**src/rtl/sync_fifo_pkg.sv**
```systemverilog
// Shared types and helpers for the sync_fifo family.
package sync_fifo_pkg;

    // Read-side presentation mode of the FIFO.
    typedef enum logic {
        REGISTERED   = 1'b0,
        FALL_THROUGH = 1'b1
    } fwft_mode_e;

    // The fill count must represent 0..DEPTH inclusive, so it needs one bit more than the pointers.
    function automatic int count_width(input int addr_width);
        return addr_width + 1;
    endfunction

endpackage

```
**src/rtl/sync_fifo_mem.sv**
```systemverilog
// Storage array for sync_fifo: one synchronous write port and one asynchronous read port.
module sync_fifo_mem #(
    parameter int DATA_WIDTH = 8,
    parameter int ADDR_WIDTH = 4
) (
    input  logic                  clk,
    input  logic                  wr_en,
    input  logic [ADDR_WIDTH-1:0] wr_addr,
    input  logic [DATA_WIDTH-1:0] wr_data,
    input  logic [ADDR_WIDTH-1:0] rd_addr,
    output logic [DATA_WIDTH-1:0] rd_data
);

    localparam int DEPTH = 1 << ADDR_WIDTH;

    logic [DATA_WIDTH-1:0] mem [DEPTH];

    // Write the addressed entry on an accepted write.
    // NOTE: the array has no reset; clearing it would prevent RAM inference, and stale data is never visible because the pointers and count are reset.
    always_ff @(posedge clk) begin
        if (wr_en) begin
            mem[wr_addr] <= wr_data;
        end
    end

    assign rd_data = mem[rd_addr];

endmodule

```
**src/rtl/sync_fifo.sv**
```systemverilog
// Single-clock FIFO with fill count, threshold flags, sticky error flags and selectable FWFT read mode.
module sync_fifo
    import sync_fifo_pkg::*;
#(
    parameter int DATA_WIDTH    = 8,
    parameter int ADDR_WIDTH    = 4,
    parameter int AFULL_THRESH  = (1 << ADDR_WIDTH) - 4,
    parameter int AEMPTY_THRESH = 2,
    parameter int FWFT          = 0
) (
    input  logic                               clk,
    input  logic                               rst_n,
    input  logic                               wr_en,
    input  logic [DATA_WIDTH-1:0]              data_in,
    input  logic                               rd_en,
    output logic [DATA_WIDTH-1:0]              data_out,
    output logic                               rd_valid,
    output logic                               full,
    output logic                               empty,
    output logic                               almost_full,
    output logic                               almost_empty,
    output logic [count_width(ADDR_WIDTH)-1:0] count,
    input  logic                               clr_err,
    output logic                               overflow,
    output logic                               underflow
);

    localparam int         DEPTH = 1 << ADDR_WIDTH;
    localparam int         CW    = count_width(ADDR_WIDTH);
    localparam fwft_mode_e MODE  = (FWFT != 0) ? FALL_THROUGH : REGISTERED;

    localparam logic [CW-1:0] DEPTH_C  = CW'(DEPTH);
    localparam logic [CW-1:0] AFULL_C  = CW'(AFULL_THRESH);
    localparam logic [CW-1:0] AEMPTY_C = CW'(AEMPTY_THRESH);

    // Reject illegal configurations at elaboration.
    if (ADDR_WIDTH < 1) begin : g_bad_addr_width
        $error("sync_fifo: ADDR_WIDTH must be at least 1");
    end
    if (AFULL_THRESH < 1 || AFULL_THRESH > DEPTH) begin : g_bad_afull
        $error("sync_fifo: AFULL_THRESH must lie in 1..DEPTH");
    end
    if (AEMPTY_THRESH < 0 || AEMPTY_THRESH > DEPTH - 1) begin : g_bad_aempty
        $error("sync_fifo: AEMPTY_THRESH must lie in 0..DEPTH-1");
    end

    logic [ADDR_WIDTH-1:0] wr_ptr;
    logic [ADDR_WIDTH-1:0] rd_ptr;
    logic [CW-1:0]         count_next;
    logic [DATA_WIDTH-1:0] mem_rdata;
    logic                  wr_ok;
    logic                  rd_ok;
    logic                  mem_we;

    // Acceptance is decided on the pre-edge flags; nothing is accepted while reset is asserted.
    assign wr_ok  = wr_en & ~full;
    assign rd_ok  = rd_en & ~empty;
    assign mem_we = wr_ok & rst_n;

    sync_fifo_mem #(
        .DATA_WIDTH (DATA_WIDTH),
        .ADDR_WIDTH (ADDR_WIDTH)
    ) u_mem (
        .clk     (clk),
        .wr_en   (mem_we),
        .wr_addr (wr_ptr),
        .wr_data (data_in),
        .rd_addr (rd_ptr),
        .rd_data (mem_rdata)
    );

    // Next fill level: a simultaneous write and read leave the count unchanged.
    always_comb begin
        // NOTE: default assigned first so every path drives count_next and no latch is inferred.
        count_next = count;
        case ({wr_ok, rd_ok})
            2'b10:   count_next = count + 1'b1;
            2'b01:   count_next = count - 1'b1;
            default: count_next = count;
        endcase
    end

    // Pointer and count registers; pointers wrap naturally at DEPTH.
    // NOTE: sequential state uses non-blocking assignments so every register samples pre-edge values.
    always_ff @(posedge clk) begin
        if (!rst_n) begin
            wr_ptr <= '0;
            rd_ptr <= '0;
            count  <= '0;
        end else begin
            if (wr_ok) wr_ptr <= wr_ptr + 1'b1;
            if (rd_ok) rd_ptr <= rd_ptr + 1'b1;
            count <= count_next;
        end
    end

    // Sticky error flags: a new error in the same cycle as clr_err keeps the flag set.
    always_ff @(posedge clk) begin
        if (!rst_n) begin
            overflow  <= 1'b0;
            underflow <= 1'b0;
        end else begin
            if (wr_en && full)  overflow <= 1'b1;
            else if (clr_err)   overflow <= 1'b0;
            if (rd_en && empty) underflow <= 1'b1;
            else if (clr_err)   underflow <= 1'b0;
        end
    end

    assign full         = (count == DEPTH_C);
    assign empty        = (count == '0);
    assign almost_full  = (count >= AFULL_C);
    assign almost_empty = (count <= AEMPTY_C);

    if (MODE == REGISTERED) begin : g_registered
        logic [DATA_WIDTH-1:0] data_q;
        logic                  valid_q;

        // Registered read: data is presented for one cycle after an accepted read, then held.
        always_ff @(posedge clk) begin
            if (!rst_n) begin
                data_q  <= '0;
                valid_q <= 1'b0;
            end else begin
                valid_q <= rd_ok;
                if (rd_ok) data_q <= mem_rdata;
            end
        end

        assign data_out = data_q;
        assign rd_valid = valid_q;
    end else begin : g_fall_through
        assign data_out = mem_rdata;
        assign rd_valid = ~empty;
    end

endmodule

```
**config.mk**
```make
export PLATFORM = sky130hd
export DESIGN_NAME = sync_fifo
export DESIGN_NICKNAME = d
export VERILOG_FILES = /design/src/rtl/sync_fifo_pkg.sv /design/src/rtl/sync_fifo_mem.sv /design/src/rtl/sync_fifo.sv
export SDC_FILE = /design/constraint.sdc
export NUM_CORES = 1
export LEC_CHECK = 0
export CORE_ASPECT_RATIO = 1.5
export CORE_MARGIN = 2
export CORE_UTILIZATION = 35
export CTS_CLUSTER_DIAMETER = 100
export DETAILED_ROUTE_END_ITERATION = 10
export PLACE_DENSITY = 0.6
export SYNTH_ARGS = -nofsm -noshare
export SYNTH_HDL_FRONTEND = slang
export SYNTH_SLANG_ARGS = --single-unit
```
**constraint.sdc**
```tcl
create_clock -name clk -period 2.92 [get_ports clk]
set_input_delay 0.438 -clock clk [delete_from_list [all_inputs] [get_ports clk]]
set_output_delay 0.438 -clock clk [all_outputs]
set_load 0.005 [all_outputs]
```
==> reports/metrics.yaml, run 1 <==
floorplan:
  die_w_um: 112.4
  coreArea_mm2: 0.01727
  row_count: 59
  start_util: 0.3571
  fp.dieH_um: 166.6
  ios: 33
  die_area_mm2: 0.01872
hold_path:
  whs_path_depth: 2
  hold-path-endpoint: "data_out[0]"
  min_path_type: "reg -> reg"
  min_from: "data_out[0]"
placement:
  routabilityCongestion: 0.8069
  dp_slack_ps: 177.7
  dp_hpwl_um: 8577
  io_buffer_count: 32
global_routing:
  grt_pass1_wl_um: 19920
  grt_start_max_net_pins: 31
  antenna_found_initial: 0
  grt_use_total: 0.1431
  grt_overflow: 0
  grt_pass1_vias: 3434
yosys:
  syn-num-nets: 364
  synthXorXnorAreaFrac: 0.009939
  synth_top_family_by_area: "multiplexers"
  ys.flop_type: "edfxtp_1"
  synth_async_sr_flop_share: 0
  synthMuxAreaShare: 0.1477
  synth-simple-area-share: 0.06105
  synth_edf_count: 128
  yosys.area_share.adder: 0.01623
  synth_cells: 343
  synthDistinctLibCells: 47
  yosysWarningCount: 0
  syn_avg_cell_area_um2: 17.98
  synth_compound_area_frac: 0.04462
  ys_ff_latch: 152
  netlist_area_mm2: 0.006168
  ys_seq_area_frac: 0.7010
critical_path:
  cp_top_family: "compound AO/OA/AOI/OAI gates"
  critPathBufInv: 1
  r2r_end: "count[4]"
  crit_fanout: 6
  crit_type: "reg -> reg"
  cp.required_ps: 3270
  crit_path_frequent_cell: "ha_1"
  r2r_cells: 8
  crit_path_end_kind: "register"
  cp_data_arrival_time_ps: 3030
  path_cells: "or4_1, o21ai_4, inv_2, ha_1, ha_1, a31o_2, a221oi_1, mux2i_1"
  reg2reg_slack_ps: 230
  critPathLaunchType: "register"
  crit-reg2reg-launch: "count[0]"
  max_stage_delay_ps: 590
  cp_slowest_cell: "or4_1"
clocking:
  postCtsSetupRepairBufs: 0
  clockRootBuffer: "clkbuf_16"
  clk_path_buf_depth: 2
  cts_resized: 0
  cts_tree: "done"
  cts-hold-fix-buffers: 0
  cts.htree.levels: 4
  clk_pin_slew_ps: 70
  clock_latency_ps: 410
  numCtsBuffers: 17
  clock_sinks: 152
timing:
  drv_slew: 0
  rsz0062_at_grt: "false"
  setup_viol: 0
  worst_slew_pin_slew_ps: 718.9
  post-route-period-util: 0.9207
  finalHoldViolCount: 0
  fin_crit_ps: 2688
  tns_ps: 0
  worst_slack_ps: 231.7
  clock.fmax_mhz: 372.0
  fin_skew_ps: 12.28
  relSlewSlack: 0.5201
layout:
  area_delta_synth_final_pct: 22.94
  fillers: 1536
  layout-drive-gt1-share: 0.2458
  insertedDiodeCount: 0
  layout_common_cells: "edfxtp_1 (128), mux4_2 (32), clkdlybuf4s50_1 (32)"
  mostFrequentLayoutCell: "edfxtp_1"
  layout.nets: 427
detailed_routing:
  wl_per_cell_um: 20.16
  antenna_left: 0
  dr_total_vias: 3282
  via_per_inst: 5.193
  first_pass_iters: 4
  drtIter0Drc: 267
  remaining_drc_errors: 0
  routed_wl_um: 12740
power_and_ir_drop:
  leakage_uw: 0.002498
  ir_drop_mv: 0.5339
  powerDensity_mw_per_mm2: 845.9
run:
  maxCapViolations: 0
status:
  status: "finished, final reports clean"
kinds of logic (layout without fill, tap and decap cells):
group	after synthesis	after routing
AO/OA/AOI/OAI	31	31
AND/OR/NAND/NOR	69	69
XOR/XNOR	7	7
buffers and inverters	25	101
flip-flops	152	152
multiplexers	51	51
adder cells (fa/ha/maj)	8	8
Yosys cell counts (all sizes together), types with 3 or more instances:
cell type  number  area [µm²]
a21boi          3       22.52
and2            7       43.79
buf            10       63.81
clkbuf          9       33.78
dfxtp          24       480.5
edfxtp        128        3844
ha              8       100.1
inv             6       22.52
mux2i          19       190.2
mux4           32       720.7
nand2          10       37.54
nand3          12       65.06
nand3b          5       50.05
nor2           19       71.32
nor2b           6       37.54
o211ai          4       43.79
o21a            4       30.03
o221ai          8       76.32
xnor2           6       52.55
sequential cells by signal, summed over array words and instances, names as in the netlist:
register   count
u_mem.mem    128
rd_valid       1
data_out       8
underflow      1
count          5
wr_ptr         4
rd_ptr         4
overflow       1
per-layer routing:
layer,up-vias,routed length (µm),track usage
met3,10,457,0.03348
li1,1494,-,-
met1,1711,4989,0.1636
met2,67,7114,0.2583
met4,0,176,0.05355
met5,-,0,0
power breakdown:
part,total (µW),switching [µW],internal [µW]
clock,2540,828,1720
sequential,2580,102,2470
combinational,1290,634,661
total,6410,1560,4850
cell type report:
cell class / count / area [µm²] / share of cell area
clock buffer: 20 / 446.7 / 0.05890
clock inverter: 12 / 245.2 / 0.03234
inverter: 6 / 22.52 / 0.002970
multi-input combinational: 166 / 1724 / 0.2274
sequential: 152 / 4325 / 0.5704
tap: 213 / 266.5 / 0.03514
timing repair buffer: 63 / 553.0 / 0.07293
stage by stage:
step	instance area, µm²	total power (µW)	instances	hold WS [ps]	utilization
finish	7584	6415	632	501.6	0.4390
detailed placement	6892	3931	600	486.1	0.3990
global placement	6892	3895	600	482.3	0.3990
floorplan	6168	3388	343	476.8	-
global route	7584	6692	632	537.1	0.4390
CTS	7584	6482	632	507.8	0.4390
worst reg2reg max path, stage by stage, from the launching register on:
cell and delay (ps):
dfxtp_1 300, or4_1 590, o21ai_4 160, inv_2 90
ha_1 290, ha_1 390, a31o_2 270, a221oi_1 340
mux2i_1 210
worst max path at each step:
stage	from	end	slack (ps)	cells after the start
CTS	count[0]	count[4]	210	8
global route	count[0]	count[4]	80	8
global placement	wr_en	count[4]	260	8
floorplan	count[1]	count[4]	50	13
finish	count[0]	count[4]	230	8
detailed placement	wr_en	count[4]	180	8
(Power assumes the default switching activity.)
==> run 2, diff against run 1 <==
--- a/config.mk
+++ b/config.mk
@@ -10,7 +10,8 @@
 export CORE_UTILIZATION = 35
 export CTS_CLUSTER_DIAMETER = 100
 export DETAILED_ROUTE_END_ITERATION = 10
-export PLACE_DENSITY = 0.6
+export GPL_ROUTABILITY_DRIVEN = 1
+export PLACE_DENSITY = 0.64
 export SYNTH_ARGS = -nofsm -noshare
 export SYNTH_HDL_FRONTEND = slang
 export SYNTH_SLANG_ARGS = --single-unit
==> run 2 against run 1 <==
Critical path type unchanged. Count of clock-buffer cells in the layout fell by 2. Hold slack got worse by 5.1 ps. Die area did not move. Setup slack got worse by 3.8 ps. Non-clock buffer count fell by 1. Flip-flop and latch count did not move. Combinational power barely moved. Largest power group unchanged. Sequential share of layout area rose by 0.99 points. Utilization fell by 0.75 points. Via count rose by 0.37%.
==> reports/metrics.yaml, run 2 (same netlist as run 1, synthesis figures left out) <==
status:
  status: "finished, final reports clean"  # unchanged
layout:
  mostFrequentLayoutCell: "edfxtp_1"  # unchanged
  stdcell_count: 631  # was 632
  fin_util: 0.4316  # was 0.4390
  layout_common_cells: "edfxtp_1 (128), mux4_2 (32), clkdlybuf4s50_1 (32)"  # unchanged
  insertedDiodeCount: 0  # unchanged
  fillers: 1545  # was 1536
  area_delta_synth_final_pct: 20.85  # was 22.94%
  layout-drive-gt1-share: 0.2464  # was 0.2458
  largest_reg_flops: 128  # unchanged
  regMostFlops: "u_mem.mem"  # unchanged
  layout.nets: 426  # was 427
  fin_area_mm2: 0.007455  # was 0.007584 mm²
hold_path:
  whs_path_depth: 2  # unchanged
  min_path_type: "reg -> reg"  # unchanged
timing:
  worst_slew_pin_slew_ps: 932.0  # was 718.9 ps
  drv_slew: 0  # unchanged
  fin_crit_ps: 2692  # was 2688 ps
  finalHoldViolCount: 0  # unchanged
  relSlewSlack: 0.3764  # was 0.5201
  clock.fmax_mhz: 371.5  # was 372.0 MHz
  fin_skew_ps: 9.714  # was 12.28 ps
  post-route-period-util: 0.9220  # was 0.9207
  setup_viol: 0  # unchanged
  rsz0062_at_grt: "false"  # unchanged
  tns_ps: 0  # unchanged
critical_path:
  reg2reg_slack_ps: 230  # about the same
  r2r_cells: 8  # unchanged
  cp.required_ps: 3270  # about the same
  crit_path_end_kind: "register"  # unchanged
  crit_type: "reg -> reg"  # unchanged
  cp_data_arrival_time_ps: 3040  # was 3030 ps
  critPathLaunchType: "register"  # unchanged
  crit_fanout: 6  # unchanged
placement:
  dp_hpwl_um: 8774  # was 8577 µm
  dp.cells: 599  # was 600
  place_area_mm2: 0.006897  # was 0.006892 mm²
  io_buffer_count: 32  # unchanged
  routabilityCongestion: 0.8208  # was 0.8069
global_routing:
  grt_pass1_vias: 3584  # was 3434
  grt_start_max_net_pins: 27  # was 31
  grt_use_total: 0.1454  # was 0.1431
  grt_pass1_wl_um: 20360  # was 19920 µm
  antenna_found_initial: 0  # unchanged
  grt_overflow: 0  # unchanged
clocking:
  postCtsSetupRepairBufs: 0  # unchanged
  numCtsBuffers: 17  # unchanged
  clk_pin_slew_ps: 70  # about the same
  clockRootBuffer: "clkbuf_16"  # unchanged
  clock_latency_ps: 420  # was 410 ps
  cts-hold-fix-buffers: 0  # unchanged
  clock_sinks: 152  # unchanged
  cts_resized: 0  # unchanged
  cts_tree: "done"  # unchanged
  cts.htree.levels: 4  # unchanged
  clk_path_buf_depth: 2  # unchanged
floorplan:
  ios: 33  # unchanged
  start_util: 0.3571  # unchanged
  die_w_um: 112.4  # unchanged
  die_area_mm2: 0.01872  # unchanged
  row_count: 59  # unchanged
  coreArea_mm2: 0.01727  # unchanged
  fp.dieH_um: 166.6  # unchanged
detailed_routing:
  first_pass_iters: 4  # unchanged
  routed_wl_um: 12790  # was 12740 µm
  antenna_left: 0  # unchanged
  remaining_drc_errors: 0  # unchanged
  via_per_inst: 5.220  # was 5.193
  dr_total_vias: 3294  # was 3282
  drtIter0Drc: 287  # was 267
  wl_per_cell_um: 20.27  # was 20.16 µm
power_and_ir_drop:
  powerDensity_mw_per_mm2: 796.9  # was 845.9 mW/mm²
  ir_drop_mv: 0.5197  # was 0.5339 mV
  leakage_uw: 0.002426  # was 0.002498 µW
run:
  maxCapViolations: 0  # unchanged
## run 2: worst max-delay path, cell delays in order (launching register included)
cell	delay, ps
dfxtp_1	300
or4_1	590
o21ai_4	170
inv_2	90
ha_1	290
ha_1	390
a31o_2	260
a221oi_1	330
mux2i_1	210
## run 2: cell type report
| class | count | area (µm²) | area share |
|---|---|---|---|
| multi-input cells | 166 | 1724 | 0.2313 |
| clock buffers | 18 | 429.2 | 0.05757 |
| well taps | 213 | 266.5 | 0.03575 |
| inverters | 6 | 22.52 | 0.003021 |
| flip-flops and latches | 152 | 4325 | 0.5802 |
| clock inverters | 14 | 128.9 | 0.01729 |
| repair buffers | 62 | 558.0 | 0.07486 |
## run 2: metal layers
metal	track usage	routed length (µm)
met5	0	0
met4	0.05885	306
met3	0.02984	420
met2	0.2598	6983
met1	0.1694	5081
## run 2: where the power goes
| part | total [µW] | switching [µW] | internal [µW] |
|---|---|---|---|
| combinational | 1280 | 613 | 669 |
| clock | 2060 | 933 | 1120 |
| sequential | 2600 | 127 | 2470 |
## run 2: path summary, 6_finish.rpt
path,startpoint,to
setup / recovery,count[0],count[4]
hold reg to reg,data_out[7],data_out[7]
hold / removal,data_out[7],data_out[7]
setup reg to reg,count[0],count[4]
## run 2: per-stage QoR
stage | power [µW] | hold slack (ps) | setup slack, ps
2_1_floorplan | 3388 | 476.8 | 52.88
3_3_place_gp | 3902 | 477.6 | 258.7
3_5_place_dp | 3941 | 486.5 | 178.2
4_1_cts | 6005 | 509.0 | 206.6
5_1_grt | 6219 | 534.1 | 44.86
6_report | 5940 | 496.5 | 227.9
==> run 3, diff against run 2 <==
--- a/config.mk
+++ b/config.mk
@@ -10,8 +10,10 @@
 export CORE_UTILIZATION = 35
 export CTS_CLUSTER_DIAMETER = 100
 export DETAILED_ROUTE_END_ITERATION = 10
-export GPL_ROUTABILITY_DRIVEN = 1
+export GPL_ROUTABILITY_DRIVEN = 0
+export GPL_TIMING_DRIVEN = 0
 export PLACE_DENSITY = 0.64
 export SYNTH_ARGS = -nofsm -noshare
 export SYNTH_HDL_FRONTEND = slang
 export SYNTH_SLANG_ARGS = --single-unit
+export TNS_END_PERCENT = 20
==> run 3 against run 2 <==
Critical path depth grew 4. Utilization shrank 0.46 points. Register-to-register slack lost 90 ps. First-iteration DRC count grew 39%. Clock skew is essentially flat. Non-clock buffer count shrank 9. Global-route usage shrank 0.44 points. Design area shrank 1.1%. Maximum frequency shrank 3.4%. Flip-flop and latch count is the same. Setup slack lost 94 ps. Hold slack gained 18 ps. Critical path type unchanged. Critical endpoint unchanged. Largest cell class unchanged. Largest power group unchanged. Highest routed layer unchanged.
==> reports/metrics.yaml, run 3 (same netlist as run 1, synthesis figures left out) <==
detailed_routing:
  wl_met3_um: 385  # was 420 µm
  antenna_left: 0  # unchanged
  dr_wl_met2_um: 7369  # was 6983 µm
  dr_total_vias: 3211  # was 3294
  first_pass_iters: 4  # unchanged
  routed_wl_um: 12720  # was 12790 µm
  wl_per_cell_um: 20.45  # was 20.27 µm
  routed.top_layer: "met4"  # unchanged
  drtIter0Drc: 399  # was 287
  remaining_drc_errors: 0  # unchanged
  drt-met1-wl_um: 4652  # was 5081 µm
  via_per_inst: 5.162  # was 5.220
timing:
  drv_slew: 0  # unchanged
  worst_slew_pin_slew_ps: 986.1  # was 932.0 ps
  setup_viol: 0  # unchanged
  clock.fmax_mhz: 359.0  # was 371.5 MHz
  relSlewSlack: 0.3402  # was 0.3764
  finalHoldViolCount: 0  # unchanged
  post-route-period-util: 0.9540  # was 0.9220
  fin_skew_ps: 10.01  # was 9.714 ps
  fin_crit_ps: 2786  # was 2692 ps
layout:
  layout_common_cells: "edfxtp_1 (128), mux4_2 (32), clkdlybuf4s50_1 (32)"  # unchanged
  layout-drive-gt1-share: 0.2200  # was 0.2464
  layout.nets: 417  # was 426
  largest_reg_flops: 128  # unchanged
  mostFrequentLayoutCell: "edfxtp_1"  # unchanged
  regMostFlops: "u_mem.mem"  # unchanged
  insertedDiodeCount: 0  # unchanged
  fin_area_mm2: 0.007375  # was 0.007455 mm²
  area_delta_synth_final_pct: 19.55  # was 20.85%
  fin_util: 0.4269  # was 0.4316
hold_path:
  min_from: "data_out[0]"  # was data_out[7]
  min_path_type: "reg -> reg"  # unchanged
  whs_path_depth: 2  # unchanged
  hold-path-endpoint: "data_out[0]"  # was data_out[7]
floorplan:
  row_count: 59  # unchanged
  die_area_mm2: 0.01872  # unchanged
  ios: 33  # unchanged
  die_w_um: 112.4  # unchanged
  start_util: 0.3571  # unchanged
  fp.dieH_um: 166.6  # unchanged
  coreArea_mm2: 0.01727  # unchanged
critical_path:
  reg2reg_slack_ps: 130  # was 230 ps
  r2r_end: "count[4]"  # unchanged
  cp_top_family: "simple AND/OR/NAND/NOR gates"  # was compound AO/OA/AOI/OAI gates
  cp_data_arrival_time_ps: 3130  # was 3040 ps
  critPathBufInv: 3  # was 1
  r2r_cells: 12  # was 8
  path_cells: "buf_6, or4_4, o21ai_4, inv_4, ha_2, clkbuf_8, xor2_1, ha_2, nand2_1, a31oi_1, a221oi_2, mux2i_1"  # was or4_1, o21ai_4, inv_2, ha_1, ha_1, a31o_2, a221oi_1, mux2i_1
  critPathLaunchType: "register"  # unchanged
  crit_path_frequent_cell: "ha_2"  # was ha_1
  crit_path_end_kind: "register"  # unchanged
  max_stage_delay_ps: 540  # was 590 ps
  cp_slowest_cell: "or4_4"  # was or4_1
  crit_type: "reg -> reg"  # unchanged
  crit_fanout: 10  # was 6
  cp.required_ps: 3260  # was 3270 ps
  crit-reg2reg-launch: "count[1]"  # was count[0]
power_and_ir_drop:
  intPower_uw: 4359  # was 4267 µW
  p_seq_frac: 0.428  # was 0.438
  switchingPower_uw: 1661  # was 1673 µW
  pwr-share-clk: 0.345  # was 0.346
  leakage_uw: 0.002334  # was 0.002426 µW
  power.share.combinational: 0.227  # was 0.216
  p_sw_frac: 0.2759  # was 0.2817
  powerDensity_mw_per_mm2: 816.3  # was 796.9 mW/mm²
  ir_drop_mv: 0.7496  # was 0.5197 mV
global_routing:
  grt_pass1_wl_um: 19460  # was 20360 µm
  antenna_found_initial: 0  # unchanged
  grt_overflow: 0  # unchanged
  grt_use_total: 0.1410  # was 0.1454
  grt_start_max_net_pins: 17  # was 27
  grt_pass1_vias: 3422  # was 3584
clocking:
  cts.htree.levels: 4  # unchanged
  clk_path_buf_depth: 2  # unchanged
  clockRootBuffer: "clkbuf_16"  # unchanged
  cts-hold-fix-buffers: 0  # unchanged
  clk_pin_slew_ps: 60  # was 70 ps
  clock_sinks: 152  # unchanged
  cts_tree: "done"  # unchanged
  numCtsBuffers: 17  # unchanged
  clock_latency_ps: 420  # about the same
status:
  status: "finished, final reports clean"  # unchanged
placement:
  place_area_mm2: 0.006755  # was 0.006897 mm²
  dp_hpwl_um: 8657  # was 8774 µm
  io_buffer_count: 32  # unchanged
run:
  maxCapViolations: 0  # unchanged
run 3: cell type report:
cell class,count,area [µm²]
flip-flops and latches,152,4325
plain buffers,18,102.6
clock buffers,18,429.2
fillers,1516,9899
multi-input cells,166,1743
inverters,6,25.02
well taps,213,266.5
repair buffers,35,342.8
clock inverters,14,140.1
run 3: power groups by stage:
| stage | registers (µW) | logic, µW | clock network, µW |
|---|---|---|---|
| global placement | 2610 | 1270 | 0 |
| finish | 2580 | 1370 | 2080 |
| global route | 2590 | 1500 | 2220 |
| CTS | 2570 | 1380 | 2110 |
| detailed placement | 2610 | 1290 | 0 |
| floorplan | 2590 | 793 | 0 |
run 3: how the worst max path moves through the flow:
stage              from  endpoint  slack, ps  cells after the start
3_5_place_dp      wr_en  count[4]       -570                     11
3_3_place_gp      wr_en  count[4]       -500                     11
4_1_cts        count[1]  count[4]          3                     12
6_report       count[1]  count[4]        130                     12
5_1_grt        count[1]  count[4]         -4                     12
2_1_floorplan  count[1]  count[4]         50                     13
run 3: worst min-delay path: cells and delay by family, from the launching register on:
kind               cells  cell delay (ps)
AOI/OAI and AO/OA      1               80
and+or+nand+nor        1               70
DFF                    1              330
run 3: repair_timing:
| action | CTS | global route |
|---|---|---|
| pin swaps | 3 | 3 |
| resized for setup | 10 | 3 |
| setup buffers | 1 | 2 |
| hold endpoints to repair | 0 | 0 |
| endpoints found under the setup margin | 2 | 2 |
run 3: stage by stage:
stage / hold WS [ps] / setup WS, ps / instances / total power (µW) / TNS [ps]
2_1_floorplan: 476.8 / 52.88 / 343 / 3388 / 0
3_3_place_gp: 481.1 / -503.7 / 588 / 3875 / -2490
3_5_place_dp: 498.3 / -567.1 / 588 / 3909 / -4364
4_1_cts: 519.8 / 3.396 / 621 / 6064 / 0
5_1_grt: 545.3 / -3.944 / 622 / 6297 / -3.944
6_report: 514.5 / 134.4 / 622 / 6020 / 0
run 3: layer usage:
layer,GRT usage,up-vias
met1,0.1419,1637
met3,0.03057,17
met4,0.04613,0
met5,0,-
li1,-,1481
met2,0.2803,76
